$ cat src/rtl/jtag_register_bank.sv
// jtag_register_bank: register bank scanned through the JTAG data register path.
// A scan starts with a header (op, addr) followed by one or more register frames;
// the address auto-increments between frames so bursts cover consecutive registers.
// Optional build macro JTAG_REGISTER_BANK_PARITY_EN adds an even-parity bit to write frames.
module jtag_register_bank #(
    parameter int unsigned NUMBER_OF_REGISTERS = 16,
    parameter int unsigned REGISTER_SIZE = 32,
    parameter logic [NUMBER_OF_REGISTERS-1:0] READ_ONLY_MASK = '0,
    parameter logic [REGISTER_SIZE-1:0] RESET_VALUE = '0
) (
    input  logic iTCK,
    input  logic iRST,
    input  logic iTDI,
    input  logic iSTATE_CDR,
    input  logic iSTATE_SDR,
    input  logic iSTATE_UDR,
    output logic oTDO,
    input  logic [NUMBER_OF_REGISTERS-1:0][REGISTER_SIZE-1:0] iDATA,
    output logic [NUMBER_OF_REGISTERS-1:0][REGISTER_SIZE-1:0] oDATA,
    output logic [NUMBER_OF_REGISTERS-1:0] oWRITE_STROBE,
    output logic oPARITY_ERR
);

    localparam int unsigned AW = (NUMBER_OF_REGISTERS > 1) ? $clog2(NUMBER_OF_REGISTERS) : 1;
    localparam int unsigned H = 2 + AW;
`ifdef JTAG_REGISTER_BANK_PARITY_EN
    localparam bit ParityEn = 1'b1;
`else
    localparam bit ParityEn = 1'b0;
`endif
    // Shift register holds one extra bit when write frames carry parity.
    localparam int unsigned SW = REGISTER_SIZE + (ParityEn ? 1 : 0);
    localparam int unsigned CW = 9;

    localparam logic [1:0] OpId    = 2'b00;
    localparam logic [1:0] OpRead  = 2'b01;
    localparam logic [1:0] OpWrite = 2'b10;
    localparam logic [1:0] OpExch  = 2'b11;

    // ID word {size, count}, zero-extended (or truncated) to the shift register width.
    localparam logic [SW+15:0] IdWide = {{SW{1'b0}}, 8'(REGISTER_SIZE), 8'(NUMBER_OF_REGISTERS)};

    typedef enum logic [1:0] {StIdle, StHeader, StData} state_e;

    state_e state_q, state_d;
    logic [SW-1:0] sr_q, sr_d;
    logic [H-1:0] hdr_q, hdr_d;
    logic [CW-1:0] cnt_q, cnt_d;
    logic [1:0] op_q, op_d;
    logic [AW-1:0] addr_q, addr_d;
    logic [NUMBER_OF_REGISTERS-1:0][REGISTER_SIZE-1:0] data_q, data_d;
    logic [NUMBER_OF_REGISTERS-1:0] strobe_q, strobe_d;
    logic perr_q, perr_d;

    logic [SW-1:0] shifted;
    logic [H-1:0] hdr_shifted;
    logic [AW-1:0] next_addr;
    logic [CW-1:0] frame_len;
    logic in_range;

    // Word loaded into the shift register at the start of a frame.
    function automatic logic [SW-1:0] load_word(
        input logic [1:0] op,
        input logic [AW-1:0] a,
        input logic first,
        input logic [NUMBER_OF_REGISTERS-1:0][REGISTER_SIZE-1:0] bus
    );
        logic [SW-1:0] w;
        w = '0;
        case (op)
            OpId: if (first) w = IdWide[SW-1:0];
            OpRead, OpExch: if (32'(a) < NUMBER_OF_REGISTERS) w = SW'(bus[a]);
            default: w = '0;
        endcase
        return w;
    endfunction

    // Next-state logic: TAP flag decode (CDR > SDR > UDR), header capture, frame handling.
    always_comb begin
        state_d  = state_q;
        sr_d     = sr_q;
        hdr_d    = hdr_q;
        cnt_d    = cnt_q;
        op_d     = op_q;
        addr_d   = addr_q;
        data_d   = data_q;
        strobe_d = '0;
        perr_d   = perr_q;

        shifted     = {iTDI, sr_q[SW-1:1]};
        hdr_shifted = {iTDI, hdr_q[H-1:1]};
        in_range    = 32'(addr_q) < NUMBER_OF_REGISTERS;
        frame_len   = (ParityEn && op_q[1]) ? CW'(SW) : CW'(REGISTER_SIZE);

        // Wrap at the last register; an out-of-range address parks where it is.
        if (32'(addr_q) == NUMBER_OF_REGISTERS - 1) begin
            next_addr = '0;
        end else if (!in_range) begin
            next_addr = addr_q;
        end else begin
            next_addr = addr_q + 1'b1;
        end

        if (iSTATE_CDR) begin
            state_d = StHeader;
            cnt_d   = '0;
            sr_d    = '0;
            hdr_d   = '0;
            perr_d  = 1'b0;
        end else if (iSTATE_SDR) begin
            case (state_q)
                StHeader: begin
                    hdr_d = hdr_shifted;
                    if (cnt_q == CW'(H - 1)) begin
                        state_d = StData;
                        cnt_d   = '0;
                        op_d    = hdr_shifted[1:0];
                        addr_d  = hdr_shifted[H-1:2];
                        sr_d    = load_word(hdr_shifted[1:0], hdr_shifted[H-1:2], 1'b1, iDATA);
                    end else begin
                        cnt_d = cnt_q + CW'(1);
                    end
                end
                StData: begin
                    sr_d  = shifted;
                    cnt_d = cnt_q + CW'(1);
                    if (cnt_q == frame_len - CW'(1)) begin
                        cnt_d = '0;
                        if (op_q[1]) begin
                            // Even parity: data plus parity bit must XOR to zero.
                            if (ParityEn && (^shifted)) begin
                                perr_d = 1'b1;
                            end else if (in_range && !READ_ONLY_MASK[addr_q]) begin
                                data_d[addr_q]   = shifted[REGISTER_SIZE-1:0];
                                strobe_d[addr_q] = 1'b1;
                            end
                        end
                        addr_d = next_addr;
                        sr_d   = load_word(op_q, next_addr, 1'b0, iDATA);
                    end
                end
                default: ;
            endcase
        end else if (iSTATE_UDR) begin
            state_d = StIdle;
        end
    end

    // State register with asynchronous reset back to idle and reset register contents.
    always_ff @(posedge iTCK or posedge iRST) begin
        if (iRST) begin
            state_q  <= StIdle;
            sr_q     <= '0;
            hdr_q    <= '0;
            cnt_q    <= '0;
            op_q     <= OpId;
            addr_q   <= '0;
            data_q   <= {NUMBER_OF_REGISTERS{RESET_VALUE}};
            strobe_q <= '0;
            perr_q   <= 1'b0;
        end else begin
            state_q  <= state_d;
            sr_q     <= sr_d;
            hdr_q    <= hdr_d;
            cnt_q    <= cnt_d;
            op_q     <= op_d;
            addr_q   <= addr_d;
            data_q   <= data_d;
            strobe_q <= strobe_d;
            perr_q   <= perr_d;
        end
    end

    assign oTDO          = (state_q == StData) ? sr_q[0] : 1'b0;
    assign oDATA         = data_q;
    assign oWRITE_STROBE = strobe_q;
    // Stays zero without the parity build since nothing can set it.
    assign oPARITY_ERR   = perr_q;

endmodule

$ cat config.mk
export PLATFORM = sky130hd
export DESIGN_NAME = jtag_register_bank
export DESIGN_NICKNAME = d
export VERILOG_FILES = /design/src/rtl/jtag_register_bank.sv
export SDC_FILE = /design/constraint.sdc
export NUM_CORES = 1
export LEC_CHECK = 0
export CAP_MARGIN = 10
export CORE_AREA = 5 5 403 405
export DETAILED_ROUTE_END_ITERATION = 8
export DIE_AREA = 0 0 408 410
export PLACE_DENSITY_LB_ADDON = 0.15
export SKIP_LAST_GASP = 1
export SLEW_MARGIN = 10
export SYNTH_ARGS = -nofsm -noshare
export SYNTH_HDL_FRONTEND = slang
export SYNTH_SLANG_ARGS = --single-unit
$ cat constraint.sdc
create_clock -name iTCK -period 18.15 [get_ports iTCK]
set_input_delay 1.815 -clock iTCK [delete_from_list [all_inputs] [get_ports iTCK]]
set_output_delay 1.815 -clock iTCK [all_outputs]
set_load 0.005 [all_outputs]
==> results.md, run 1 <==
* Status: finished clean
* Full die area at 0.167 mm2
* First-pass GRT wire length at 224000 um
* Antenna Violating Nets Remaining at 0
* Die Ht at 410 um
* Initial Util at between 10% and 20%
* Post-DP Area at 0.0432 mm2
* Synthesized flop and latch total at 582
* Setup TNS at 0 ns
* RSZ-0062 raised after global routing: no
* Slew HR at 20.3%
* Fillers at 16250
* Pwr/cell area at 80.4 mW/mm2
* Inserted Clock Buffers at 74
* Syn avg cell area at roughly 15 um2
* Switch Pwr at between 1000 and 1500 uW
* Predominant post-synthesis flop cell: dfrtp_1
* Number of H-tree levels at 3
* Ys async rst share at 100%
* Gate power share at 22.7%
* # clock sinks at roughly 580
* Post-Synthesis Cells at 2084
* Seq/Total Area, Yosys at a little under half
* Routed WL at 167000 um
* Ports at 1048
* Number of synthesized flops with an enable pin at 0
* Layout net count at about 3600
* Area grow syn2layout at 49.2%
* Crit Path Max Fanout at 40
* DR iter-0 viols at 1573
* Final Cycle Share at 27.5%
* Post-Syn Nets at 2608
* Seq pwr share at between 30% and 40%
* Post-synthesis cell type with the largest combined area: dfrtp_1
* Worst Tran Pin Value at 1.20 ns
* Hold-fix buffer count after cts at 0
* Clk Latency, worst-skew pair at 0.67 ns
* Pwr Total at 3680 uW
* Row Count at roughly 150
* Synth top area cells: dfrtp_1 (47%), mux2_2 (19%), mux4_2 (18%), mux2i_1 (2.6%), buf_2 (1.3%)
* Dpl ws at 12.41 ns
* Post-Route Utilization at 29.0%
* DR WL/cell at ~32 um
* Maximum VDD drop at 0.0628 mV
* Antenna violations before repair at 66
* CTS tree: yes
* CTS clock-pin slew for the worst setup and hold paths at 0.07 ns
* Warnings from Yosys at 0
* Via-per-instance ratio at 4.60
* Port buffer count at 1046
* Post-detail-place hpwl at 126000 um
* Final Wtd Congestion at roughly 0.84
* Buffer depth of the longest clock path at 3
* CTS Root Cell: clkbuf_16
* Vias after detailed routing at ~24000
* Switching part of the total at 28.4%
* Clock share of power at approximately 41%
* CP Data Required Time at approximately 19 ns
* Residual DRC at 0
* Synth Cell Area at 0.0307 mm2
* Hold Path Class: flop to flop
* Endpoints failing setup at 0
* CP endpoint kind: flop
* Largest net degree at the start of global routing at 144
* Grt ovf at 0
* Crit path launch type: flop
* Fin crit period at 5.00 ns
* Clock Skews at 0.0330 ns
* Worst EP arrival at 5.54 ns
* Total track usage at 19.2%
* Count of final hold-check violations at 0
* Internal power at 2630 uW
* Finished layout cell area at 0.0458 mm2
* Post-route setup slack at approximately 13 ns
* Number of setup buffers added after CTS at 0
* Slew Viols, Final at 0
* Max Cap Viol at 0
* Layout cells sized above 1 at 31.6%
* Pre-antenna DRT Iters at 6
* DIE WIDTH at 408 um
* Unique masters post-synth at between 50 and 60
* Area share of the largest cell type after synthesis at 47.5%
* CORE AREA at 0.158 mm2
* Kind of critical path: flop to flop
* Fmax at 200 MHz
* Post-CTS resize count at 0
* Leakage at roughly 0.019 uW
* Vias in the first global route at 24824
cell type report:
| type | count | area (um2) | share of cell area, % |
|---|---|---|---|
| multi-input combinational | 1253 | 15100 | 32.9 |
| sequential | 582 | 14600 | 31.8 |
| timing repair buffer | 1102 | 10900 | 23.8 |
| tap | 2072 | 2590 | 5.66 |
| clock buffer | 114 | 2180 | 4.77 |
| clock inverter | 21 | 298 | 0.650 |
| antenna | 31 | 77.6 | 0.169 |
| inverter | 18 | 75.1 | 0.164 |
placed cells by master (no fill, tap or decap), types with 3 or more instances in the layout:
cell type	Yosys	routed
a22oi_1	34	34
o22ai_1	31	31
clkbuf_16	0	75
nand2_1	59	51
diode_2	0	31
nor3_1	5	5
o2bb2ai_1	32	32
dfrtp_2	0	5
and2_1	3	3
mux4_2	251	251
clkinv_8	0	4
clkinvlp_4	0	3
mux2_2	513	513
nor2_1	20	18
clkbuf_8	0	16
bufinv_16	0	4
nor2b_1	10	7
nand2b_1	4	3
buf_4	5	54
clkbuf_1	91	23
nor2_4	0	6
nand2_2	5	13
a21oi_1	70	70
o22a_1	31	31
mux2_1	5	5
o21ai_0	9	9
a221o_1	31	31
mux2i_1	81	81
and3_1	3	3
dfrtp_1	582	574
ha_1	6	5
nand4_1	3	3
a22o_1	3	3
nand3_1	9	8
a21o_1	3	3
clkdlybuf4s50_1	0	1045
dfrtp_4	0	3
clkinv_2	0	8
inv_1	18	17
cell families (layout without fill, tap and decap cells):
family	Yosys count	after routing	share of synthesized area (%)
and+or+nand+nor	139	139	2.32
DFF	582	582	47.5
AOI/OAI and AO/OA	255	255	6.02
other	1	32	0.0122
xor gates and xnor gates	2	2	0.0571
muxes	850	850	40.1
buffers and inverters	249	1255	3.80
adders and majority gates	6	6	0.245
final timing paths:
check | from | to | slack (ns) | cells past startpoint
worst min register to register | oDATA[161] | oDATA[161] | 0.49 | 1
worst max register to register | addr_q[0] | sr_q[4] | 13.15 | 8
worst max-delay path | addr_q[0] | sr_q[4] | 13.15 | 8
min in group asynchronous | iRST | oDATA[401] | 1.75 | 2
max in group asynchronous | iRST | oDATA[19] | 13.24 | 5
worst min-delay path | oDATA[161] | oDATA[161] | 0.49 | 1
synthesized netlist by cell type (all sizes together) (4+ instances only):
cell	instances
clkbuf	91
nor3	5
nand3	10
nor2b	10
inv	18
dfrtp	582
o22a	31
a22oi	34
and2	4
a21oi	70
ha	6
nor2	24
nand2	64
nand2b	4
o2bb2ai	32
mux4	251
o21ai	10
mux2i	81
mux2	518
a221o	31
buf	140
o22ai	31
through the flow:
step                cells  hold slack [ns]
floorplan            2084            0.489
global placement     5027            0.476
detailed placement   5027            0.483
CTS                  5162            0.495
global route         5171            0.500
finish               5193            0.492
worst max-delay path, cell delays in order (launching register included):
cell     delay, ns
dfrtp_4       0.84
inv_1         0.31
ha_4          0.94
buf_4         0.64
buf_4         0.68
mux4_2        0.60
mux2i_1       0.37
o22ai_1       0.17
o22a_1        0.23
power groups by stage:
stage / registers (uW) / logic (uW) / clock network [uW]
floorplan: 1330 / 548 / 0
global placement: 1360 / 853 / 0
detailed placement: 1360 / 851 / 0
CTS: 1330 / 854 / 1570
global route: 1330 / 891 / 1620
finish: 1330 / 836 / 1510
per-layer routing:
layer | wire (um) | global-route usage (%) | share of wire [%] | up-vias
met5 | 171 | 0 | 0.10 | -
met4 | 4060 | 5.52 | 2.4 | 26
met3 | 10800 | 4.97 | 6.5 | 206
met2 | 85300 | 33.7 | 51 | 997
met1 | 66500 | 23.0 | 40 | 12635
li1 | - | - | - | 10008
state kept, by name, indices dropped and copies added, names as in the netlist:
| signal | cells |
|---|---|
| state_q | 2 |
| op_q | 2 |
| hdr_q | 5 |
| addr_q | 4 |
| oDATA | 512 |
| cnt_q | 9 |
| sr_q | 32 |
| oWRITE_STROBE | 16 |
Power figures use the tool's default switching activity.
==> run 2: changes to the inputs <==
==> constraint.sdc (replaced) <==
create_clock -name iTCK -period 4.5 [get_ports iTCK]
set_input_delay 0.45 -clock iTCK [delete_from_list [all_inputs] [get_ports iTCK]]
set_output_delay 0.45 -clock iTCK [all_outputs]
set_load 0.005 [all_outputs]
==> results.md, run 2 (synthesis gave the netlist of run 1 again) <==
* Post-Route Utilization at 29.2% (+0.24 points)
* FF-to-FF Start: addr_q[0]
* Slew Viols, Final at 0 (unchanged)
* Layout cells sized above 1 at 32.4% (+0.76 points)
* DIE WIDTH at 408 um (unchanged)
* Number of H-tree levels at 3 (unchanged)
* Commonest non-fill, non-tap cell in the layout: clkdlybuf4s50_1
* CP Data Required Time at 5.05 ns (-13.64 ns)
* R2R Setup Slk at 1.16 ns (-11.99 ns)
* Dpl ws at 1.13 ns (-11.28 ns)
* Most frequent cells in the layout: clkdlybuf4s50_1 (1045), dfrtp_1 (572), mux2_2 (513)
* Crit path launch type: flop
* Clock Skews at 0.0373 ns (+0.00423 ns)
* Internal power at 10600 uW (+300%)
* Largest register FFs at 512 (unchanged)
* CTS tree: yes
* Routed WL at 169000 um (+1.5%)
* Seq pwr share at 36.1% (about the same)
* Antenna Violating Nets Remaining at 0 (unchanged)
* CTS Root Cell: clkbuf_16
* # clock sinks at 582 (unchanged)
* RSZ-0062 raised after global routing: no
* Worst EP arrival at 3.88 ns (-1.66 ns)
* Hold-fix buffer count after cts at 0 (unchanged)
* Hold Path Class: primary input to asynchronous set/reset pin
* Kind of critical path: flop to flop
* Number of setup buffers added after CTS at 0 (unchanged)
* Final Wtd Congestion at 0.835 (-0.39%)
* CTS clock-pin slew for the worst setup and hold paths at 0.06 ns (about the same)
* Slew HR at 19.4% (-0.88 points)
* Status: finished clean
* Ports at 1048 (unchanged)
* Clk Latency, worst-skew pair at 0.67 ns (about the same)
* Area grow syn2layout at 50.5%
* Worst Tran Pin Value at 1.21 ns (+0.0133 ns)
* Row Count at 146 (unchanged)
* Via-per-instance ratio at 4.63 (+0.70%)
* Post-CTS resize count at 0 (unchanged)
* Grt ovf at 0 (unchanged)
* CORE AREA at 0.158 mm2 (unchanged)
* Pre-antenna DRT Iters at 5 (-1)
* Non-filler cells, final at 5220 (+0.52%)
* Fin crit period at 3.34 ns (-1.66 ns)
* Pwr Total at 14800 uW (+300%)
* Layout net count at 3582 (+0.76%)
* Max Cap Viol at 0 (unchanged)
* Count of final hold-check violations at 0 (unchanged)
* First-pass GRT wire length at 229000 um (+1.9%)
* Port buffer count at 1046 (unchanged)
* Full die area at 0.167 mm2 (unchanged)
* Vias in the first global route at 25174 (+1.4%)
* Post-route setup slack at 1.16 ns (-11.99 ns)
* Buffer depth of the longest clock path at 3 (unchanged)
* DR iter-0 viols at 1620 (+3.0%)
* CP endpoint kind: flop
* Endpoints failing setup at 0 (unchanged)
* DR WL/cell at 32.4 um (+1.0%)
* Switch Pwr at 4170 uW (+300%)
* Critical Path Source: addr_q[0]
* Final Cycle Share at 74.1% (+47 points)
* Worst Reg2Reg Path Length in Cells at 7 (-1)
* Antenna violations before repair at 85 (+29%)
* Switching part of the total at 28.2% (-0.21 points)
* Leakage at 0.0195 uW (+0.93%)
* Fillers at 16116 (-0.82%)
* Final hold slack at 0.301 ns (-0.192 ns)
* Reg-to-reg endpoint: sr_q[28]
* Post-detail-place hpwl at 130000 um (+3.2%)
* Initial Util at 19.4% (unchanged)
* Clock share of power at 40.7% (-0.4 points)
* Crit Path Max Fanout at 35 (-13%)
* Fmax at 300 MHz (+50%)
* Pwr/cell area at 321 mW/mm2 (+300%)
* Largest net degree at the start of global routing at 81 (-44%)
* Total track usage at 19.5% (+0.36 points)
* Residual DRC at 0 (unchanged)
* Placed instance count at 5053 (+0.52%)
* CP endpoint: sr_q[28]
* Gate power share at 23.2% (+0.5 points)
* Die Ht at 410 um (unchanged)
* Maximum VDD drop at 0.316 mV (+400%)
* Vias after detailed routing at 24165 (+1.2%)
* Inserted Clock Buffers at 75 (+1.4%)
## run 2: worst min path at each step
stage,endpoint,cells past startpoint,slack (ns)
floorplan,oDATA[160],1,0.49
global placement,oDATA[94],1,0.49
detailed placement,oDATA[181],1,0.49
CTS,oDATA[446],2,0.26
global route,oDATA[446],2,0.31
finish,oDATA[446],2,0.30
## run 2: worst max-delay path: stages (launching register included)
cell	delay [ns]
dfrtp_4	0.76
inv_1	0.25
ha_4	0.59
buf_12	0.32
mux4_2	0.57
mux2i_1	0.31
o22ai_1	0.12
o22a_1	0.23
## run 2: cell type report
cell class | count | area [um2] | share of cell area, %
Timing Repair Buffer | 1128 | 11300 | 24.5
Antenna cell | 32 | 80.1 | 0.173
Tap cell | 2072 | 2590 | 5.62
Multi-Input combinational cell | 1253 | 15100 | 32.6
Clock buffer | 117 | 2260 | 4.91
Clock inverter | 18 | 171 | 0.371
Sequential cell | 582 | 14600 | 31.6
Inverter | 18 | 71.3 | 0.154
## run 2: layer usage
metal  vias up  routed length, um  global-route usage, %
li1      10048                  -                      -
met1     12848              66900                   23.4
met2      1009              87200                   35.0
met3       226              11400                   5.04
met4        34               3530                   4.63
met5         -                230                      0
## run 2: metrics by stage
stage | setup TNS [ns] | cell area [um2]
2_1_floorplan | -2259.00 | 30700
3_3_place_gp | 0 | 43600
6_report | 0 | 46200
5_1_grt | 0 | 46100
4_1_cts | 0 | 46100
3_5_place_dp | 0 | 43600
## run 2: power groups by stage
stage | clock network (uW) | registers, uW | logic, uW
floorplan | 0 | 5360 | 2210
global placement | 0 | 5450 | 3480
detailed placement | 0 | 5450 | 3480
CTS | 6260 | 5350 | 3490
global route | 6450 | 5350 | 3670
finish | 6030 | 5350 | 3430
